===== src/rtl/parking_occupancy_tracker.sv =====
// Parking occupancy tracker: synchronises and debounces per-spot sensors, counts
// occupied spots and offers a request/acknowledge snapshot of the count.
//
// Ports:
//   clk, rst_n     clock, asynchronous active-low reset
//   sensor_in      raw per-spot occupancy, asynchronous to clk
//   stable_map     debounced occupancy map
//   parked, free   registered occupied / vacant spot counts
//   full, empty    registered count flags
//   change_pulse   one-cycle strobe whenever parked takes a new value
//   count_valid    high once startup settling has completed
//   snap_req       level snapshot request
//   snap_ack       snapshot acknowledge, held while snap_req stays high
//   snap_count     count captured at the start of the handshake
module parking_occupancy_tracker #(
    parameter int unsigned N_SPOTS    = 8,
    parameter int unsigned DEB_CYCLES = 4,
    localparam int unsigned CNT_W     = $clog2(N_SPOTS + 1)
) (
    input  logic               clk,
    input  logic               rst_n,
    input  logic [N_SPOTS-1:0] sensor_in,
    output logic [N_SPOTS-1:0] stable_map,
    output logic [CNT_W-1:0]   parked,
    output logic [CNT_W-1:0]   free,
    output logic               full,
    output logic               empty,
    output logic               change_pulse,
    output logic               count_valid,
    input  logic               snap_req,
    output logic               snap_ack,
    output logic [CNT_W-1:0]   snap_count
);

    // Debounce counter only needs to reach DEB_CYCLES-1 before the flip edge.
    localparam int unsigned DEB_W  = (DEB_CYCLES < 2) ? 1 : $clog2(DEB_CYCLES);
    // Startup counter must reach DEB_CYCLES+2.
    localparam int unsigned INIT_W = $clog2(DEB_CYCLES + 3);

    typedef enum logic [1:0] {
        ST_INIT = 2'd0,
        ST_RUN  = 2'd1,
        ST_ACK  = 2'd2
    } state_t;

    logic [N_SPOTS-1:0] sync1;
    logic [N_SPOTS-1:0] sync2;
    logic [DEB_W-1:0]   deb_cnt [N_SPOTS];
    logic [CNT_W-1:0]   pop_c;
    state_t             state;
    state_t             state_next;
    logic [INIT_W-1:0]  init_cnt;
    logic               capture_c;
    logic               count_valid_c;
    logic               snap_ack_c;

    // Two-flop synchroniser on every sensor bit.
    always_ff @(posedge clk or negedge rst_n) begin
        if (!rst_n) begin
            sync1 <= '0;
            sync2 <= '0;
        end else begin
            sync1 <= sensor_in;
            sync2 <= sync1;
        end
    end

    // Per-bit debounce: flip once the mismatch has been seen DEB_CYCLES edges in a row.
    always_ff @(posedge clk or negedge rst_n) begin
        if (!rst_n) begin
            stable_map <= '0;
            for (int i = 0; i < int'(N_SPOTS); i++) begin
                deb_cnt[i] <= '0;
            end
        end else begin
            for (int i = 0; i < int'(N_SPOTS); i++) begin
                if (sync2[i] != stable_map[i]) begin
                    if (deb_cnt[i] == DEB_W'(DEB_CYCLES - 1)) begin
                        stable_map[i] <= sync2[i];
                        deb_cnt[i]    <= '0;
                    end else begin
                        deb_cnt[i] <= deb_cnt[i] + DEB_W'(1);
                    end
                end else begin
                    deb_cnt[i] <= '0;
                end
            end
        end
    end

    // Population count of the debounced map; all simultaneous flips land together.
    always_comb begin
        pop_c = '0;
        for (int i = 0; i < int'(N_SPOTS); i++) begin
            pop_c = pop_c + CNT_W'(stable_map[i]);
        end
    end

    // Registered count, derived flags and change strobe.
    always_ff @(posedge clk or negedge rst_n) begin
        if (!rst_n) begin
            parked       <= '0;
            free         <= CNT_W'(N_SPOTS);
            full         <= 1'b0;
            empty        <= 1'b1;
            change_pulse <= 1'b0;
        end else begin
            parked       <= pop_c;
            free         <= CNT_W'(N_SPOTS) - pop_c;
            full         <= (pop_c == CNT_W'(N_SPOTS));
            empty        <= (pop_c == '0);
            change_pulse <= (pop_c != parked);
        end
    end

    // Startup settling counter, advances only while in INIT.
    always_ff @(posedge clk or negedge rst_n) begin
        if (!rst_n) begin
            init_cnt <= '0;
        end else if (state == ST_INIT && init_cnt != INIT_W'(DEB_CYCLES + 2)) begin
            init_cnt <= init_cnt + INIT_W'(1);
        end
    end

    // State register.
    always_ff @(posedge clk or negedge rst_n) begin
        if (!rst_n) begin
            state <= ST_INIT;
        end else begin
            state <= state_next;
        end
    end

    // Next-state logic.
    always_comb begin
        state_next = state;
        case (state)
            ST_INIT: if (init_cnt == INIT_W'(DEB_CYCLES + 2)) state_next = ST_RUN;
            ST_RUN:  if (snap_req) state_next = ST_ACK;
            ST_ACK:  if (!snap_req) state_next = ST_RUN;
            default: state_next = ST_INIT;
        endcase
    end

    // Output decode; values are registered below so they line up with the new state.
    always_comb begin
        capture_c     = 1'b0;
        count_valid_c = 1'b0;
        snap_ack_c    = 1'b0;
        capture_c     = (state == ST_RUN) && snap_req;
        count_valid_c = (state_next != ST_INIT);
        snap_ack_c    = (state_next == ST_ACK);
    end

    // Handshake output registers.
    always_ff @(posedge clk or negedge rst_n) begin
        if (!rst_n) begin
            count_valid <= 1'b0;
            snap_ack    <= 1'b0;
            snap_count  <= '0;
        end else begin
            count_valid <= count_valid_c;
            snap_ack    <= snap_ack_c;
            if (capture_c) begin
                snap_count <= parked;
            end
        end
    end

endmodule


===== config.mk =====
export PLATFORM = sky130hd
export DESIGN_NAME = parking_occupancy_tracker
export DESIGN_NICKNAME = d
export VERILOG_FILES = /design/src/rtl/parking_occupancy_tracker.sv
export SDC_FILE = /design/constraint.sdc
export NUM_CORES = 1
export LEC_CHECK = 0
export ABC_CLOCK_PERIOD_IN_PS = 3400
export CAP_MARGIN = 20
export CORE_UTILIZATION = 47
export DETAILED_ROUTE_END_ITERATION = 6
export PLACE_DENSITY = 0.7
export SETUP_SLACK_MARGIN = 0.02
export SLEW_MARGIN = 20
export SYNTH_ARGS = -nofsm -noshare
export SYNTH_HDL_FRONTEND = slang
export SYNTH_SLANG_ARGS = --single-unit

===== constraint.sdc =====
create_clock -name clk -period 3.4 [get_ports clk]
set_clock_uncertainty 0.15 [all_clocks]
set_input_delay 0.34 -clock clk [delete_from_list [all_inputs] [get_ports clk]]
set_output_delay 0.34 -clock clk [all_outputs]
set_load 0.02 [all_outputs]

* After elaboration in Yosys (flattened, before gate mapping)
Index checks and enable logic that the tools add are counted.
Widths: inputs -> output; s select.
** Word-level totals
- Bits in registers :: 62
- Bits of input ports :: 11
- Word-level logic and storage cells :: 101
** Cells by class
- Add/subtract/negate cells :: 17
- Eq/ne operators :: 23
- Multiplexer cells :: 20
- Reduce and logical (&&, ||, !) cells :: 13
** Operators with widths (count)
- $mux 2 :: 19
- $eq 2x2->1 const B :: 10
- $add 2x1->2 const B :: 8
- $add 4x1->4 :: 4
- $reduce_and 2->1 :: 8
- $ne 1x1->1 :: 8
- $pmux 2 s3 :: 1
- $add 3x1->4 :: 1
- $eq 4x4->1 const B :: 1
- $logic_not 4->1 :: 1
- $ne 4x4->1 :: 1
- $sub 4x4->4 const A :: 1
- $add 2x1->3 :: 1
- $add 3x1->3 const B :: 1
- $eq 3x3->1 const B :: 1
- $ne 3x3->1 const B :: 1
- $add 1x1->2 :: 1
- $eq 2x1->1 const B :: 1
- $logic_and 1x1->1 :: 2
- $logic_not 2->1 :: 1
- $reduce_bool 2->1 :: 1

* Depth between registers and ports, before layout
Gate-level depths: netlist of run 1.
- Depth in word-level cells :: 8
- Gate-level depth with buffers :: 11

* Least setup slack after synthesis of run 1
OpenSTA, ideal clock, no wires.
- Path kind :: register -> register
- Start point :: register stable_map[0]
- End point :: register change_pulse
- Setup time :: 138 ps
- Data arrival time :: 3113 ps
- Data required time :: 3112 ps
- Path slack :: -1 ps
- Cell stages (with the launch flop) :: 12
- Path buffers :: 0
- Period minus slack after synthesis :: 3401 ps
- Cells stage by stage :: dfrtp_1 > inv_1 > fa_1 > fa_1 > fa_1 > inv_1 > ha_1 > inv_1 > fa_1 > xnor2_2 > xnor2_1 > o2111ai_1
** On the way
- Word-level cells in the longest chain between the ends :: 8
** RTL lines
- start, declared :: RTL line 23 : output logic [N_SPOTS-1:0] stable_map,
- start signal, assigned by index :: RTL line 79 : stable_map[i] <= sync2[i];
- $add 1x1->2 :: RTL line 95 : pop_c = pop_c + CNT_W'(stable_map[i]);
- $add 2x1->3 :: RTL line 95
- $add 3x1->4 :: RTL line 95
- $add 4x1->4 (4 in series) :: RTL line 95
- named net pop_c[2] :: RTL line 49 : logic [CNT_W-1:0] pop_c;
- $ne 4x4->1 :: RTL line 112 : change_pulse <= (pop_c != parked);
- end signal, assigned :: RTL line 112
- end, declared :: RTL line 28 : output logic change_pulse,
The timed path passes the listed nets, and every way through them passes these cells.
A chain may end at the register's enable or synchronous reset.

* Worst setup path after layout of run 1
- Start point :: register stable_map[0]
- End point :: register free[2]
** On the way
- Word-level cells in the longest chain between the ends :: 8
** RTL lines
- $add 1x1->2 :: RTL line 95
- $add 2x1->3 :: RTL line 95
- $add 3x1->4 :: RTL line 95
- $add 4x1->4 (4 in series) :: RTL line 95
- $sub 4x4->4 :: RTL line 109 : free <= CNT_W'(N_SPOTS) - pop_c;
- end signal, assigned :: RTL line 103 : free <= CNT_W'(N_SPOTS);
- end signal, assigned :: RTL line 109
- end, declared :: RTL line 25 : output logic [CNT_W-1:0] free,
No other way between the ends.

==> results.md, run 1 <==
* Status: finished clean
* Max-cap viol count at 0
* Die W at 72.9 um
* WL final at 3960 um
* Via Count at 1403
* Post-route clock period utilization at 98.1%
* Synth Flop Type: dfrtp_1
* Number of library cell types mapped by synthesis at 27
* Mapped Cells at 173
* CP startpoint kind: register
* IO Pins at 36
* RSZ-0062 raised after global routing: true
* Met3 Usage GRT at 5.11%
* Initial antenna violation count at 0
* Depth of the worst hold-timing path at 0
* Flop and latch count out of synthesis at 61
* Hold Path Class: register to register
* Vias in the first global route at 1490
* Half-perimeter wire length after placement at 2820 um
* Cell area after layout at 3100 um^2
* Worst setup EP type: register
* Worst-Skew Late Latency at 330 ps
* Clk sink count at 61
* DRC at 0
* Crit Path Max Fanout at 3
* Htree depth at 3
* Synth Warn # at 0
* Syn avg cell area at 13.7 um^2
* Tmin final at 3340 ps
* DIE HEIGHT at 72.9 um
* Mapped Area at 2360 um^2
* Proportion of layout cells with a drive suffix above 1 at 18.3%
* Via/cell ratio at 4.72
* Core area at 4790 um^2
* Flop2flop setup slack at 60 ps
* Root Driver: clkbuf_8
* Global route hottest layer: met2
* Rel. slew slack at 53.0%
* Clock buffer depth at 2
* Seq/Total Area, Yosys at 64.7%
* Slew Limit Fails at 0
* Detailed Routing Iterations Pass 1 at 4
* WL/cell at 13.3 um
* Area of the die at 5320 um^2
* Area Growth Syn to Fin at 31.0%
* Clk pin slew, worst setup/hold paths at 70 ps
* Synth async-reset ratio at 100%
* Nets at 254
* WP data arrival at 3400 ps
* Worst Tran Pin Value at 705 ps
* Setup WS post-layout at 64.2 ps
* Reg2Reg Depth at 11
* M1 GR Usage at 18.9%
* Final core occ at 64.7%
* Diodes inserted at 0
* Type of the worst setup path: register to register
* Pre-CTS setup slack at -13.5 ps
* Largest net degree at the start of global routing at 34
* Top-count cell post-synth: dfrtp_1
* Post-DRT Antenna Nets at 0
* Site Rows at 25
* Area leader, netlist: dfrtp_1
* FILL cells at 334
* GRT Overall Usage at 17.2%
* Final hold viol count at 0
* CTS tree: done
* Fmax at 0.300 GHz
* Routability congestion estimate at 0.684
* GR Util met2 at 29.4%
* Commonest cells post-synth: dfrtp_1, inv_1, ha_1, xnor2_1
* Post-synth EDFFs at 0
* Placed instance area at 2810 um^2
* Total grt overflow at 0
* Post-synth top area share at 62.4%
* Final setup vio count at 0
* Inserted Clock Buffers at 9
* Detailed Route Iter0 Violations at 52
* Initial Util at 49.4%
* Syn_nets at 202
* First-pass GRT wire length at 6560 um
* Synth area leaders: dfrtp_1, ha_1, xnor2_1
* CP required at 3460 ps
* PortBufs at 35
==> routing by layer <==
layer | up-vias | wire length [um]
met3 | 9 | 151
met4 | 0 | 84
li1 | 658 | -
met5 | - | 0
met2 | 25 | 2080
met1 | 711 | 1650
==> per-stage QoR <==
stage / cells / setup TNS, ps / hold slack, ps
floorplan: 173 / 0 / -106
global placement: 277 / 0 / 184
detailed placement: 277 / -13.5 / 186
CTS: 295 / 0 / 199
global route: 297 / -234 / 210
finish: 297 / 0 / 199
==> cell type report <==
type,count,area [um^2],share of cell area [%]
well taps,67,83.8,2.71
flip-flops and latches,61,1530,49.4
inverters,18,67.6,2.18
clock inverters,3,42.5,1.37
clock buffers,13,169,5.45
multi-input cells,92,796,25.7
repair buffers,43,408,13.2
==> final timing paths <==
check | endpoint | start
worst max-delay path | free[2] | stable_map[0]
worst min-delay path | sync2[0] | sync1[0]
worst max register to register | free[2] | stable_map[0]
worst min register to register | sync2[0] | sync1[0]
max in group asynchronous | empty | rst_n
min in group asynchronous | deb_cnt[15] | rst_n
==> flip-flops by register name (all words and copies together) (netlist names) <==
signal	flops
snap_ack	1
free	4
init_cnt	3
state	2
snap_count	4
parked	3
full	1
sync2	8
stable_map	8
deb_cnt	16
empty	1
count_valid	1
sync1	8
change_pulse	1
==> layout by cell type (no fill, tap or decap), drive strengths merged <==
cell and instances:
a21o 1, a21oi 3, a31oi 1, and2 3
and3 1, buf 8, bufinv 1, clkbuf 13
clkdlybuf4s50 34, clkinv 1, clkinvlp 1, dfrtp 59
dfstp 2, dlygate4sd3 1, fa 4, ha 14
inv 18, mux2 5, mux2i 2, nand2 9
nand2b 1, nand3b 1, nor2 3, nor2b 9
nor3 9, o2111ai 1, o21a 1, o21ai 8
xnor2 14, xor2 2
==> worst max-delay path: stages, from the launching register on <==
cell     delay [ps]
dfrtp_2         360
inv_1            60
fa_1            540
fa_1            430
fa_1            500
inv_1            40
ha_2            160
inv_1            60
fa_2            450
buf_4           160
ha_4            170
xnor2_2         130
==> timing repair <==
| item | 4_1_cts | 5_1_grt |
|---|---|---|
| endpoints found under the setup margin | 1 | 5 |
| hold buffers | 1 | 0 |
| gates resized for setup | 0 | 9 |
| setup buffers | 1 | 2 |
| pin swaps | 1 | 3 |
| hold endpoints to repair | 32 | 0 |
==> cell families (layout without fill, tap and decap cells) <==
family	Yosys count	after routing	share of synthesized area, %
xor gates and xnor gates	16	16	6.24
AOI/OAI and AO/OA	15	15	3.60
buffers and inverters	20	77	3.39
adders and majority gates	18	18	10.8
and+or+nand+nor	36	36	8.10
muxes	7	7	3.23
DFF	61	61	64.7
Power of run 1 is left out: the tool's default activity adds up to more than one toggle a clock period on the data nets, which glitch-free logic cannot reach.
==> run 2: changes to the inputs <==
--- a/config.mk
+++ b/config.mk
@@ -10,7 +10,7 @@
 export CORE_UTILIZATION = 47
 export DETAILED_ROUTE_END_ITERATION = 6
 export PLACE_DENSITY = 0.7
-export SETUP_SLACK_MARGIN = 0.02
+export SETUP_SLACK_MARGIN = 0.2
 export SLEW_MARGIN = 20
 export SYNTH_ARGS = -nofsm -noshare
 export SYNTH_HDL_FRONTEND = slang
==> run 2 against run 1 <==
  * Flip-flop and latch count unchanged
  * Setup slack better by 40 ps
  * Clock-buffer cell count unchanged
  * Design area down 0.44%
  * Wire length up 1.9%
  * First-iteration DRC count down 12%
  * Die area unchanged
  * Fmax up 1.2%
  * Utilization down 0.29 points
  * Global-route usage up 1.2 points
  * Critical path type unchanged
  * Highest routed layer unchanged
==> results.md, run 2 (synthesis gave the netlist of run 1 again) <==
* Tmin final at 3300 ps (was 3340 ps)
* Hold Path Class: register to register (unchanged)
* Placed cells at 274 (was 277)
* Worst setup EP type: register (unchanged)
* Routability congestion estimate at 0.738 (was 0.684)
* PortBufs at 35 (unchanged)
* Status: finished clean (unchanged)
* Area Growth Syn to Fin at 30.4% (was 31.0%)
* Inserted Clock Buffers at 9 (unchanged)
* Fmax at 0.303 GHz (was 0.300 GHz)
* WP data arrival at 3350 ps (was 3400 ps)
* Clk pin slew, worst setup/hold paths at 70 ps (about the same)
* Nets at 254 (unchanged)
* Initial antenna violation count at 0 (unchanged)
* Total grt overflow at 0 (unchanged)
* Via Count at 1385 (was 1403)
* First-pass GRT wire length at 6890 um (was 6560 um)
* Worst Tran Pin Value at 871 ps (was 705 ps)
* Clock buffer depth at 2 (unchanged)
* Slew Limit Fails at 0 (unchanged)
* Post-DRT Antenna Nets at 0 (unchanged)
* CP max stage delay at 550 ps (was 540 ps)
* Reg with most FFs: deb_cnt (unchanged)
* Root Driver: clkbuf_8 (unchanged)
* Die W at 72.9 um (unchanged)
* Area of the die at 5320 um^2 (unchanged)
* Detailed Route Iter0 Violations at 46 (was 52)
* WL/cell at 13.6 um (was 13.3 um)
* Crit Path Max Fanout at 4 (was 3)
* RSZ-0062 raised after global routing: true (unchanged)
* WL final at 4040 um (was 3960 um)
* GRT Overall Usage at 18.4% (was 17.2%)
* DIE HEIGHT at 72.9 um (unchanged)
* Worst path slowest cell: fa_1 (unchanged)
* CP startpoint kind: register (unchanged)
* Htree depth at 3 (unchanged)
* Detailed Routing Iterations Pass 1 at 4 (unchanged)
* Type of the worst setup path: register to register (unchanged)
* Core area at 4790 um^2 (unchanged)
* Flop2flop setup slack at 100 ps (was 60 ps)
* Diodes inserted at 0 (unchanged)
* CP required at 3450 ps (was 3460 ps)
* CTS tree: done (unchanged)
* Initial Util at 49.4% (unchanged)
* Commonest cells after routing, fill and taps aside: dfrtp_1, clkdlybuf4s50_1, inv_1, ha_1 (was dfrtp_1, clkdlybuf4s50_1, inv_1)
* Post-route clock period utilization at 96.9% (was 98.1%)
* Rel. slew slack at 41.9% (was 53.0%)
* Highest routed metal layer: met4 (unchanged)
* Final core occ at 64.4% (was 64.7%)
* Largest register FFs at 16 (unchanged)
* Half-perimeter wire length after placement at 2880 um (was 2820 um)
* Most common cell after layout, fill and taps aside: dfrtp_1 (unchanged)
* Final setup vio count at 0 (unchanged)
* Max-cap viol count at 0 (unchanged)
* Worst-Skew Late Latency at 340 ps (was 330 ps)
* Largest net degree at the start of global routing at 42 (was 34)
* IO Pins at 36 (unchanged)
* Vias in the first global route at 1536 (was 1490)
* Non-filler cells in the finished layout at 297 (unchanged)
* Proportion of layout cells with a drive suffix above 1 at 20.0% (was 18.3%)
* Top cell by count, worst path: fa_1
* M1 WL at 1660 um (was 1650 um)
* DRC at 0 (unchanged)
* Site Rows at 25 (unchanged)
* WL met2 at 2140 um (was 2080 um)
* Final hold viol count at 0 (unchanged)
* Clk sink count at 61 (unchanged)
* Routed wl met3 at 183 um (was 151 um)
* CP Cell Sequence: inv_2 > fa_1 > fa_1 > fa_1 > inv_1 > ha_2 > inv_2 > fa_2 > xnor2_4 > xnor2_2 > o2111ai_1 (was inv_1 > fa_1 > fa_1 > fa_1 > inv_1 > ha_2 > inv_1 > fa_2 > buf_4 > ha_4 > xnor2_2)
* Via/cell ratio at 4.66 (was 4.72)
## run 2: area by class of cell
| class | count | area (um^2) |
|---|---|---|
| fill | 378 | 1700 |
| clock inverter | 3 | 20.0 |
| sequential | 61 | 1530 |
| multi-input combinational | 92 | 810 |
| inverter | 18 | 67.6 |
| tap | 67 | 83.8 |
| timing repair buffer | 43 | 412 |
| clock buffer | 13 | 159 |
## run 2: path summary, 6_finish.rpt
path | start | to | depth (start not counted)
min in group asynchronous | rst_n | deb_cnt[7] | 2
setup / recovery | stable_map[0] | change_pulse | 11
hold reg to reg | sync1[0] | sync2[0] | 0
max in group asynchronous | rst_n | empty | 3
setup reg to reg | stable_map[0] | change_pulse | 11
hold / removal | sync1[0] | sync2[0] | 0
## run 2: through the flow
step | area, um^2 | worst slack (ps) | TNS (ps) | hold WS, ps
global route | 3080 | -17.2 | -29.4 | 210
global placement | 2810 | 156 | 0 | 183
CTS | 3080 | 89.7 | 0 | 201
floorplan | 2380 | 145 | 0 | -106
finish | 3080 | 104 | 0 | 197
detailed placement | 2810 | 22.3 | 0 | 186
## run 2: layer usage
layer	vias to the layer above	track usage, %
met5	-	0
met3	6	8.70
met2	28	31.2
met1	691	20.3
li1	660	-
met4	0	6.54
## run 2: timing repair
action                     4_1_cts  5_1_grt
buffers inserted                 5        1
pin swaps                        4        3
resized for setup                8        1
hold endpoints to repair        40        0
hold buffers                     1        0
setup endpoints to repair        6        6
## run 2: critical path, delay by kind of cell (launching register included)
family	cells	cell delay, ps
AO/OA/AOI/OAI	1	140
flip-flops	1	370
XOR/XNOR	2	390
buffers and inverters	3	160
adder cells (fa/ha/maj)	5	1960
Power of run 2 is left out for the same reason.
==> run 3: changes to the inputs <==
--- a/config.mk
+++ b/config.mk
@@ -7,6 +7,7 @@
 export LEC_CHECK = 0
 export ABC_CLOCK_PERIOD_IN_PS = 3400
 export CAP_MARGIN = 20
+export CORE_MARGIN = 1
 export CORE_UTILIZATION = 47
 export DETAILED_ROUTE_END_ITERATION = 6
 export PLACE_DENSITY = 0.7
==> results of run 3 <==
Same layout as run 2: the final DEF is identical, and so are final timing and power.
Power of run 3 is left out for the same reason.
